$ cat config.mk
export PLATFORM = sky130hd
export DESIGN_NAME = reg_read
export DESIGN_NICKNAME = d
export VERILOG_FILES = /design/src/rtl/reg_read.sv
export SDC_FILE = /design/constraint.sdc
export NUM_CORES = 1
export LEC_CHECK = 0
export BUFFER_PORTS_ARGS = -buffer_cell sky130_fd_sc_hd__buf_4
export CAP_MARGIN = 20
export CORE_MARGIN = 3
export CORE_UTILIZATION = 55
export CTS_BUF_LIST = sky130_fd_sc_hd__clkbuf_8
export DETAILED_ROUTE_END_ITERATION = 7
export PLACE_DENSITY = 0.83
export SETUP_SLACK_MARGIN = 0.5
export SLEW_MARGIN = 10
export SYNTH_ARGS = -nofsm -noshare
export SYNTH_HDL_FRONTEND = slang
export SYNTH_SLANG_ARGS = --single-unit
$ cat constraint.sdc
create_clock -name clk -period 3.18 [get_ports clk]
set_input_delay 0.318 -clock clk [delete_from_list [all_inputs] [get_ports clk]]
set_output_delay 0.318 -clock clk [all_outputs]
set_load 0.01 [all_outputs]
$ cat src/rtl/reg_read.sv
`default_nettype none
// reg_read -- operand-read arbiter: maps up to three sources onto two synchronous
// register-file read ports and forwards in-window writebacks. Rev 1.0
module reg_read #(
  parameter int AW = 7,
  parameter int DW = 32
) (
  input  logic          clk,
  input  logic          reset,
  input  logic          i_req_valid,
  output logic          o_req_ready,
  input  logic          i_rs_en1,
  input  logic          i_rs_en2,
  input  logic          i_rs_en3,
  input  logic [AW-1:0] i_rs_add1,
  input  logic [AW-1:0] i_rs_add2,
  input  logic [AW-1:0] i_rs_add3,
  output logic          o_rf_ren1,
  output logic          o_rf_ren2,
  output logic [AW-1:0] o_rf_radd1,
  output logic [AW-1:0] o_rf_radd2,
  input  logic [DW-1:0] i_rf_rdata1,
  input  logic [DW-1:0] i_rf_rdata2,
  input  logic          i_wrd_en1,
  input  logic          i_wrd_en2,
  input  logic [AW-1:0] i_wrd_add1,
  input  logic [AW-1:0] i_wrd_add2,
  input  logic [DW-1:0] i_wrd_data1,
  input  logic [DW-1:0] i_wrd_data2,
  output logic          o_op_valid,
  output logic [DW-1:0] o_op_data1,
  output logic [DW-1:0] o_op_data2,
  output logic [DW-1:0] o_op_data3,
  output logic          o_oc_pause
);

  typedef enum logic [1:0] {
    ST_IDLE     = 2'd0,
    ST_CAPTURE  = 2'd1,
    ST_PASS2    = 2'd2,
    ST_CAPTURE3 = 2'd3
  } state_t;

  state_t        r_state;
  state_t        w_state_nxt;

  logic          w_accept;
  logic          w_pass2;
  logic          w_n3;
  logic [1:0]    w_p1_src;
  logic [1:0]    w_p2_src;
  logic [AW-1:0] w_p1_add;
  logic [AW-1:0] w_p2_add;

  logic [1:0]    r_slot1;
  logic [1:0]    r_slot2;
  logic [AW-1:0] r_add3;
  logic [AW-1:0] r_cap_add1;
  logic [AW-1:0] r_cap_add2;
  logic          r_ifw_hit1;
  logic          r_ifw_hit2;
  logic [DW-1:0] r_ifw_data1;
  logic [DW-1:0] r_ifw_data2;
  logic [DW-1:0] r_hold1;
  logic [DW-1:0] r_hold2;
  logic          r_op_valid;
  logic [DW-1:0] r_op_data1;
  logic [DW-1:0] r_op_data2;
  logic [DW-1:0] r_op_data3;
  logic [DW-1:0] w_fwd1;
  logic [DW-1:0] w_fwd2;

  function automatic logic [DW-1:0] f_pick(
    input logic [1:0]    slot1,
    input logic [1:0]    slot2,
    input logic [DW-1:0] fwd1,
    input logic [DW-1:0] fwd2,
    input logic [1:0]    src
  );
    if (slot1 == src)      return fwd1;
    else if (slot2 == src) return fwd2;
    else                   return '0;
  endfunction

  // Lowest-numbered enabled source on port 1, the next one on port 2.
  always_comb begin
    w_p1_src = 2'd0;
    w_p2_src = 2'd0;
    w_p1_add = '0;
    w_p2_add = '0;
    if (i_rs_en1) begin
      w_p1_src = 2'd1;
      w_p1_add = i_rs_add1;
      if (i_rs_en2) begin
        w_p2_src = 2'd2;
        w_p2_add = i_rs_add2;
      end else if (i_rs_en3) begin
        w_p2_src = 2'd3;
        w_p2_add = i_rs_add3;
      end
    end else if (i_rs_en2) begin
      w_p1_src = 2'd2;
      w_p1_add = i_rs_add2;
      if (i_rs_en3) begin
        w_p2_src = 2'd3;
        w_p2_add = i_rs_add3;
      end
    end else if (i_rs_en3) begin
      w_p1_src = 2'd3;
      w_p1_add = i_rs_add3;
    end
  end

  assign w_n3 = i_rs_en1 & i_rs_en2 & i_rs_en3;

  always_comb begin
    w_state_nxt = ST_IDLE;
    w_pass2     = (r_state == ST_PASS2) && !reset;
    o_req_ready = !reset && (r_state != ST_PASS2);
    o_oc_pause  = w_pass2;
    w_accept    = i_req_valid && o_req_ready;
    o_rf_ren1   = 1'b0;
    o_rf_ren2   = 1'b0;
    o_rf_radd1  = '0;
    o_rf_radd2  = '0;
    if (r_state == ST_PASS2) begin
      w_state_nxt = ST_CAPTURE3;
    end else if (w_accept) begin
      w_state_nxt = w_n3 ? ST_PASS2 : ST_CAPTURE;
    end
    if (w_pass2) begin
      o_rf_ren1  = 1'b1;
      o_rf_radd1 = r_add3;
    end else if (w_accept) begin
      o_rf_ren1  = (w_p1_src != 2'd0);
      o_rf_ren2  = (w_p2_src != 2'd0);
      o_rf_radd1 = w_p1_add;
      o_rf_radd2 = w_p2_add;
    end
  end

  // Capture-cycle writes beat the writes registered from the issue cycle.
  always_comb begin
    w_fwd1 = i_rf_rdata1;
    w_fwd2 = i_rf_rdata2;
    if (i_wrd_en2 && (i_wrd_add2 == r_cap_add1))      w_fwd1 = i_wrd_data2;
    else if (i_wrd_en1 && (i_wrd_add1 == r_cap_add1)) w_fwd1 = i_wrd_data1;
    else if (r_ifw_hit1)                              w_fwd1 = r_ifw_data1;
    if (i_wrd_en2 && (i_wrd_add2 == r_cap_add2))      w_fwd2 = i_wrd_data2;
    else if (i_wrd_en1 && (i_wrd_add1 == r_cap_add2)) w_fwd2 = i_wrd_data1;
    else if (r_ifw_hit2)                              w_fwd2 = r_ifw_data2;
  end

  always_ff @(posedge clk) begin
    if (reset) begin
      r_state     <= ST_IDLE;
      r_slot1     <= 2'd0;
      r_slot2     <= 2'd0;
      r_add3      <= '0;
      r_cap_add1  <= '0;
      r_cap_add2  <= '0;
      r_ifw_hit1  <= 1'b0;
      r_ifw_hit2  <= 1'b0;
      r_ifw_data1 <= '0;
      r_ifw_data2 <= '0;
      r_hold1     <= '0;
      r_hold2     <= '0;
      r_op_valid  <= 1'b0;
      r_op_data1  <= '0;
      r_op_data2  <= '0;
      r_op_data3  <= '0;
    end else begin
      r_state <= w_state_nxt;
      if (w_accept) begin
        r_slot1 <= w_p1_src;
        r_slot2 <= w_p2_src;
        r_add3  <= i_rs_add3;
      end
      r_cap_add1  <= o_rf_radd1;
      r_cap_add2  <= o_rf_radd2;
      r_ifw_hit1  <= (i_wrd_en1 && (i_wrd_add1 == o_rf_radd1)) ||
                     (i_wrd_en2 && (i_wrd_add2 == o_rf_radd1));
      r_ifw_hit2  <= (i_wrd_en1 && (i_wrd_add1 == o_rf_radd2)) ||
                     (i_wrd_en2 && (i_wrd_add2 == o_rf_radd2));
      r_ifw_data1 <= (i_wrd_en2 && (i_wrd_add2 == o_rf_radd1)) ? i_wrd_data2 : i_wrd_data1;
      r_ifw_data2 <= (i_wrd_en2 && (i_wrd_add2 == o_rf_radd2)) ? i_wrd_data2 : i_wrd_data1;
      r_op_valid  <= (r_state == ST_CAPTURE) || (r_state == ST_CAPTURE3);
      case (r_state)
        ST_CAPTURE: begin
          r_op_data1 <= f_pick(r_slot1, r_slot2, w_fwd1, w_fwd2, 2'd1);
          r_op_data2 <= f_pick(r_slot1, r_slot2, w_fwd1, w_fwd2, 2'd2);
          r_op_data3 <= f_pick(r_slot1, r_slot2, w_fwd1, w_fwd2, 2'd3);
        end
        ST_PASS2: begin
          r_hold1 <= w_fwd1;
          r_hold2 <= w_fwd2;
        end
        ST_CAPTURE3: begin
          r_op_data1 <= r_hold1;
          r_op_data2 <= r_hold2;
          r_op_data3 <= w_fwd1;
        end
        default: begin
        end
      endcase
    end
  end

  assign o_op_valid = r_op_valid;
  assign o_op_data1 = r_op_data1;
  assign o_op_data2 = r_op_data2;
  assign o_op_data3 = r_op_data3;

endmodule
`default_nettype wire

# Word-level counts from Yosys, hierarchy flattened
# Index checks and enable logic that the tools add are counted.
# totals
regBits	254
word_cells	92
rom_bits	0
mem_count	0
latch_bits	0
inputBits	171
out_inout_bits	115
ramBits	0
# op_classes
bitwise_logic	2
n_lt_le_gt_ge	0
n_eq_ne	18
div	0
n_mux	38
shift	0
n_addsub	0
reduce_logical	18
mul	0
# ops
op	n
32-bit two-way mux	14
32-bit one-hot mux with 2 select lines	3
7-bit two-way mux	9
7-bit equality test	8
2-bit two-way mux	8
2-bit equality test, second input constant	6
1-bit logical AND	11
2-bit by 1-bit equality test with 1-bit output, second input constant	3
2-bit nonzero test	3
1-bit two-way mux	4
1-bit logical OR	3
1-bit AND	2
2-bit inequality test, second input constant	1
1-bit zero test	1

# Longest topological paths before layout
# logic_depth
word_depth	8
ltp_mapped	11

# Worst setup path after synthesis
# No wires, ideal clock.
# synth_timing
kind	input -> register
startpoint	input port i_wrd_add1[0]
endpoint	register r_op_data1[29], in the netlist o_op_data1[29]
stages	8
arrival_time_ns	2.302
path_buffers	2
path_slack_ns	0.761
cell_sequence	clkbuf_1 > xor2_1 > or4b_4 > clkbuf_1 > or3_1 > a31oi_1 > o221ai_1 > a32o_1
# synth_via
elab_chain_len	7
word_cells_on_any_way	11
cone_classes	eq/ne (2); mux (7); reduce/logical (2)
# synth_rtl
item	line	rtl
start, declared	26	input logic [AW-1:0] i_wrd_add1,
7-bit equality test	150	else if (i_wrd_en1 && (i_wrd_add1 == r_cap_add2)) w_fwd2 = i_wrd_data1;
1-bit logical AND	150	
32-bit two-way mux	150	
32-bit two-way mux	149	if (i_wrd_en2 && (i_wrd_add2 == r_cap_add2)) w_fwd2 = i_wrd_data2;
32-bit two-way mux	81	else if (slot2 == src) return fwd2;
32-bit two-way mux (*)	80	if (slot1 == src) return fwd1;
32-bit one-hot mux with 2 select lines (*)	188	case (r_state)
end signal, assigned	190	r_op_data1 <= f_pick(r_slot1, r_slot2, w_fwd1, w_fwd2, 2'd1);
end signal, assigned	199	r_op_data1 <= r_hold1;
end, declared	67	logic [DW-1:0] r_op_data1;
# Mark *: on every way between the ends. The rest lies on a longest branch, timed or not.
# A chain may end at the register's enable or synchronous reset.

# Worst setup path after layout
# layout_timing
startpoint	register r_state[0]
endpoint	output port o_rf_radd1[6]
# layout_via
elab_chain_len	5
word_cells_on_any_way	7
cone_classes	eq/ne (2); mux (2); reduce/logical (3)
# layout_rtl
item	line	rtl
start, declared	44	state_t r_state;
start signal, assigned	173	r_state <= w_state_nxt;
2-bit inequality test	119	o_req_ready = !reset && (r_state != ST_PASS2);
1-bit logical AND	119	
1-bit logical AND	121	w_accept = i_req_valid && o_req_ready;
7-bit two-way mux	134	end else if (w_accept) begin
7-bit two-way mux (*)	131	if (w_pass2) begin
end, declared	20	output logic [AW-1:0] o_rf_radd1,
# Marked as above.

==> impl_metrics.xml <==
<?xml version="1.0" encoding="UTF-8"?>
<metrics>
  <group name="critical_path">
    <metric name="worstPathArrival" unit="ns">2.37</metric>
    <metric name="cpMostUsedCell" unit="">sky130_fd_sc_hd__buf_4</metric>
    <metric name="crit_path_cell_trace" unit="">nand2b_2, nand3_2, buf_4, o31ai_2, buf_4</metric>
    <metric name="critPathTopFamily" unit="">simple AND/OR/NAND/NOR gates</metric>
    <metric name="path_depth" unit="">5</metric>
    <metric name="cp.required" unit="ns">2.86</metric>
    <metric name="critical_path.max_fanout" unit="">13</metric>
    <metric name="timing.critical_path.slowest_cell_delay" unit="ns">0.47</metric>
    <metric name="worst_path_max_delay_cell" unit="">sky130_fd_sc_hd__dfxtp_2</metric>
    <metric name="r2r_cells" unit="">7</metric>
    <metric name="category_of_the_critical_setup_timing_path" unit="">reg -&gt; out</metric>
    <metric name="timing.critical_path.from_type" unit="">flip-flop</metric>
    <metric name="path_buf_inv" unit="">2</metric>
    <metric name="worst_setup_end_kind" unit="">output pin</metric>
  </group>
  <group name="synth">
    <metric name="mapped_cells" unit="">1602</metric>
    <metric name="synth_top_cells_by_count" unit="">sky130_fd_sc_hd__dfxtp_1 (254), sky130_fd_sc_hd__nand2_1 (144), sky130_fd_sc_hd__clkbuf_1 (135), sky130_fd_sc_hd__mux2i_1 (128), sky130_fd_sc_hd__nor2_1 (90)</metric>
    <metric name="synth.yosys.warnings" unit="">0</metric>
    <metric name="synth-seq-area-share" unit="">0.373</metric>
    <metric name="synth.lib_cells_used.distinct" unit="">75</metric>
    <metric name="post_synth_main_area_contributors" unit="">sky130_fd_sc_hd__dfxtp_1 (37%), sky130_fd_sc_hd__mux2i_1 (9.4%), sky130_fd_sc_hd__o221ai_1 (5.0%), sky130_fd_sc_hd__nand2_1 (4.0%), sky130_fd_sc_hd__clkbuf_1 (3.7%)</metric>
    <metric name="postSynth.asyncResetShare" unit="">0</metric>
    <metric name="yosysTopAreaCell" unit="">sky130_fd_sc_hd__dfxtp_1</metric>
    <metric name="share_of_the_synthesized_area_in_the_top_cell_type" unit="">0.373</metric>
    <metric name="ys_seq_elements" unit="">254</metric>
    <metric name="synthesis.area" unit="sq um">13600</metric>
    <metric name="syn_area_per_cell" unit="sq um">8.50</metric>
    <metric name="edff_count_synth" unit="">0</metric>
    <metric name="synthesis.nets" unit="">1773</metric>
    <metric name="most_instantiated_library_cell_after_synthesis" unit="">sky130_fd_sc_hd__dfxtp_1</metric>
    <metric name="postSynth.topFlopCell" unit="">sky130_fd_sc_hd__dfxtp_1</metric>
  </group>
  <group name="place">
    <metric name="gp_congestion" unit="">0.999</metric>
    <metric name="place.detailed.hpwl" unit="mm">35.3</metric>
    <metric name="placement.io_buffers" unit="">285</metric>
    <metric name="dpl_worst_slack" unit="ns">0.311</metric>
  </group>
  <group name="cts">
    <metric name="cts-buffers-inserted" unit="">42</metric>
    <metric name="cts.htree.levels" unit="">2</metric>
    <metric name="insertion_delay" unit="ns">0.58</metric>
    <metric name="clock_pin_slew_on_the_worst_setup_and_hold_paths" unit="ns">0.07</metric>
    <metric name="cts.sink_count" unit="">254</metric>
    <metric name="cts_setup_buffers" unit="">0</metric>
    <metric name="clk_path_buf_depth" unit="">3</metric>
    <metric name="ctsHoldBuffers" unit="">0</metric>
    <metric name="tritoncts" unit="">done</metric>
    <metric name="cts_root_buf" unit="">sky130_fd_sc_hd__clkbuf_8</metric>
  </group>
  <group name="drt">
    <metric name="via_count" unit="">14517</metric>
    <metric name="dr.pass1.iters" unit="">6</metric>
    <metric name="totalWireLength" unit="mm">52.8</metric>
    <metric name="drt_iter0_drc" unit="">2034</metric>
    <metric name="route.detailed.wl_per_inst" unit="um">24.4</metric>
    <metric name="routed_via_density" unit="">6.71</metric>
    <metric name="antenna_violating_nets_post_route" unit="">0</metric>
    <metric name="post-route-drc-count" unit="">0</metric>
  </group>
  <group name="floorplan">
    <metric name="num_io_pins" unit="">286</metric>
    <metric name="initial_core_util" unit="">0.570</metric>
    <metric name="die_h" unit="um">163</metric>
    <metric name="die_area" unit="sq um">26700</metric>
    <metric name="placeableCoreArea" unit="sq um">23900</metric>
    <metric name="rows" unit="">56</metric>
    <metric name="die_width" unit="um">163</metric>
  </group>
  <group name="grt">
    <metric name="antenna_found_initial" unit="">0</metric>
    <metric name="grt_pass1_wl" unit="mm">78.9</metric>
    <metric name="grt_util_all_layers" unit="">0.375</metric>
    <metric name="grt_use_met3" unit="">0.0743</metric>
    <metric name="first_global_vias" unit="">13840</metric>
    <metric name="globalRouteMet1Util" unit="">0.502</metric>
    <metric name="global_route_overflow" unit="">0</metric>
    <metric name="gr-usage-met2" unit="">0.589</metric>
    <metric name="top_usage_layer" unit="">met2</metric>
    <metric name="grt_max_degree" unit="">89</metric>
  </group>
  <group name="timing">
    <metric name="finClkSkew" unit="ns">0.0228</metric>
    <metric name="setup_slack" unit="ns">0.494</metric>
    <metric name="max_slew.worst_pin.slew" unit="ns">0.969</metric>
    <metric name="rsz0062_at_grt" unit="">true</metric>
    <metric name="fmax" unit="GHz">0.372</metric>
    <metric name="setup_viol" unit="">0</metric>
    <metric name="hold_viol_final" unit="">0</metric>
    <metric name="final.min_clock_period" unit="ns">2.69</metric>
    <metric name="final.setup.tns" unit="ns">0</metric>
    <metric name="period_share" unit="">0.845</metric>
    <metric name="final_number_of_max_transition_violations" unit="">0</metric>
    <metric name="worst_slew_margin_rel" unit="">0.354</metric>
  </group>
  <group name="final_layout">
    <metric name="fin_nets" unit="">1986</metric>
    <metric name="area_growth_syn_to_layout" unit="%">23.9</metric>
    <metric name="utilization" unit="">0.707</metric>
    <metric name="antennaDiodeCount" unit="">0</metric>
    <metric name="register_area" unit="sq um">5090</metric>
    <metric name="multiInputGateArea" unit="sq um">7650</metric>
    <metric name="fillerInstances" unit="">1906</metric>
    <metric name="final_layout_size_suffix_gt1_frac" unit="">0.247</metric>
  </group>
  <group name="power_and_ir_drop">
    <metric name="totalPowerFinal" unit="W">0.00757</metric>
    <metric name="power.density_cell_area" unit="nW/um^2">449</metric>
    <metric name="vdd.ir_drop.worst" unit="uV">289</metric>
    <metric name="total_leakage_power" unit="nW">6.42</metric>
  </group>
  <group name="worst_hold_path">
    <metric name="holdPathStages" unit="">3</metric>
    <metric name="min-delay-path-class" unit="">in -&gt; reg</metric>
  </group>
  <group name="job">
    <metric name="cap_violations" unit="">0</metric>
  </group>
  <group name="status">
    <metric name="run_status" unit="">finished clean</metric>
  </group>
</metrics>
stage by stage:
step | instances | cell area (sq um) | hold slack [ns]
2_1_floorplan | 1602 | 13600 | 0.445
5_1_grt | 2165 | 16900 | 0.0421
6_report | 2165 | 16900 | 0.0325
3_5_place_dp | 2088 | 15900 | 0.440
4_1_cts | 2163 | 16800 | 0.0141
3_3_place_gp | 2088 | 15900 | 0.436
layer usage:
| metal | up-vias | routed length (um) |
|---|---|---|
| met5 | - | 0 |
| met4 | 0 | 2510 |
| met3 | 192 | 6230 |
| met2 | 1077 | 23700 |
| met1 | 6846 | 20300 |
| li1 | 6402 | - |
layout by cell type (no fill, tap or decap), types with 5 or more instances in the layout:
cell type                  instances
sky130_fd_sc_hd__inv_1            65
sky130_fd_sc_hd__nor2_1           89
sky130_fd_sc_hd__o22ai_1           7
sky130_fd_sc_hd__clkbuf_8         54
sky130_fd_sc_hd__nor2b_1           5
sky130_fd_sc_hd__nor3_1           38
sky130_fd_sc_hd__o21ai_1          50
sky130_fd_sc_hd__nor3b_1          14
sky130_fd_sc_hd__nand2b_1         50
sky130_fd_sc_hd__a22oi_1           5
sky130_fd_sc_hd__o221a_2          19
sky130_fd_sc_hd__nand4_1           8
sky130_fd_sc_hd__nand3_1          19
sky130_fd_sc_hd__a21oi_1          24
sky130_fd_sc_hd__o221ai_1         77
sky130_fd_sc_hd__a31oi_1          65
sky130_fd_sc_hd__buf_4           327
sky130_fd_sc_hd__dfxtp_1         250
sky130_fd_sc_hd__a22o_1            8
sky130_fd_sc_hd__o21ai_0          58
sky130_fd_sc_hd__and3_1           37
sky130_fd_sc_hd__or3_1            52
sky130_fd_sc_hd__clkinv_2          8
sky130_fd_sc_hd__mux2i_1         128
sky130_fd_sc_hd__nand3b_1          9
sky130_fd_sc_hd__a31oi_2           7
sky130_fd_sc_hd__nand2_1         143
sky130_fd_sc_hd__buf_12            8
sky130_fd_sc_hd__xnor2_1          23
sky130_fd_sc_hd__xor2_1            8
sky130_fd_sc_hd__a211oi_1         66
sky130_fd_sc_hd__a32o_1           46
sequential cells by signal, summed over array words and instances (netlist names), 2 cells and up:
register / count
o_op_data3: 32
o_op_data1: 32
r_ifw_data2: 32
r_ifw_data1: 32
r_hold1: 32
o_op_data2: 32
r_cap_add1: 7
r_hold2: 32
r_add3: 7
r_state: 2
r_slot2: 2
r_slot1: 2
r_cap_add2: 7
what timing repair did:
item | CTS | global route
setup endpoints to repair | 6 | 62
pin swaps | 0 | 2
gates resized for setup | 4 | 9
gates cloned | 0 | 2
final timing paths:
kind | startpoint | slack (ns) | end
max | r_state[0] | 0.49 | o_rf_radd1[6]
min | i_wrd_data1[1] | 0.03 | r_ifw_data2[1]
max reg2reg | r_cap_add2[5] | 0.50 | o_op_data1[19]
min reg2reg | o_op_data2[6] | 0.45 | o_op_data2[6]
layout make-up:
| type | count | share of cell area |
|---|---|---|
| Inverter | 57 | 0.0127 |
| Multi-Input combinational cell | 1123 | 0.453 |
| Clock buffer | 54 | 0.0440 |
| Tap cell | 319 | 0.0236 |
| Clock inverter | 21 | 0.00808 |
| Sequential cell | 254 | 0.301 |
| Timing Repair Buffer | 337 | 0.157 |
worst reg2reg max path, cell delays in order (launching register included):
cell and delay (ns):
sky130_fd_sc_hd__dfxtp_1 0.36, sky130_fd_sc_hd__xor2_1 0.38, sky130_fd_sc_hd__or4b_4 0.43, sky130_fd_sc_hd__buf_4 0.25
sky130_fd_sc_hd__o21ai_1 0.07, sky130_fd_sc_hd__a31oi_1 0.58, sky130_fd_sc_hd__o221ai_1 0.22, sky130_fd_sc_hd__a32o_1 0.29
cells by family after synthesis:
logic type	Yosys count	share of synthesized area
and+or+nand+nor	493	0.188
AOI/OAI and AO/OA	469	0.251
DFF	254	0.373
buffers and inverters	226	0.0727
muxes	129	0.0949
xor gates and xnor gates	31	0.0199
power by group:
part           internal [W]  total, W  switching, W
Combinational      0.000469   0.00120      0.000728
Sequential          0.00329   0.00336     0.0000636
Clock               0.00162   0.00302       0.00139
Note: power is estimated with default switching activity, not from simulation.
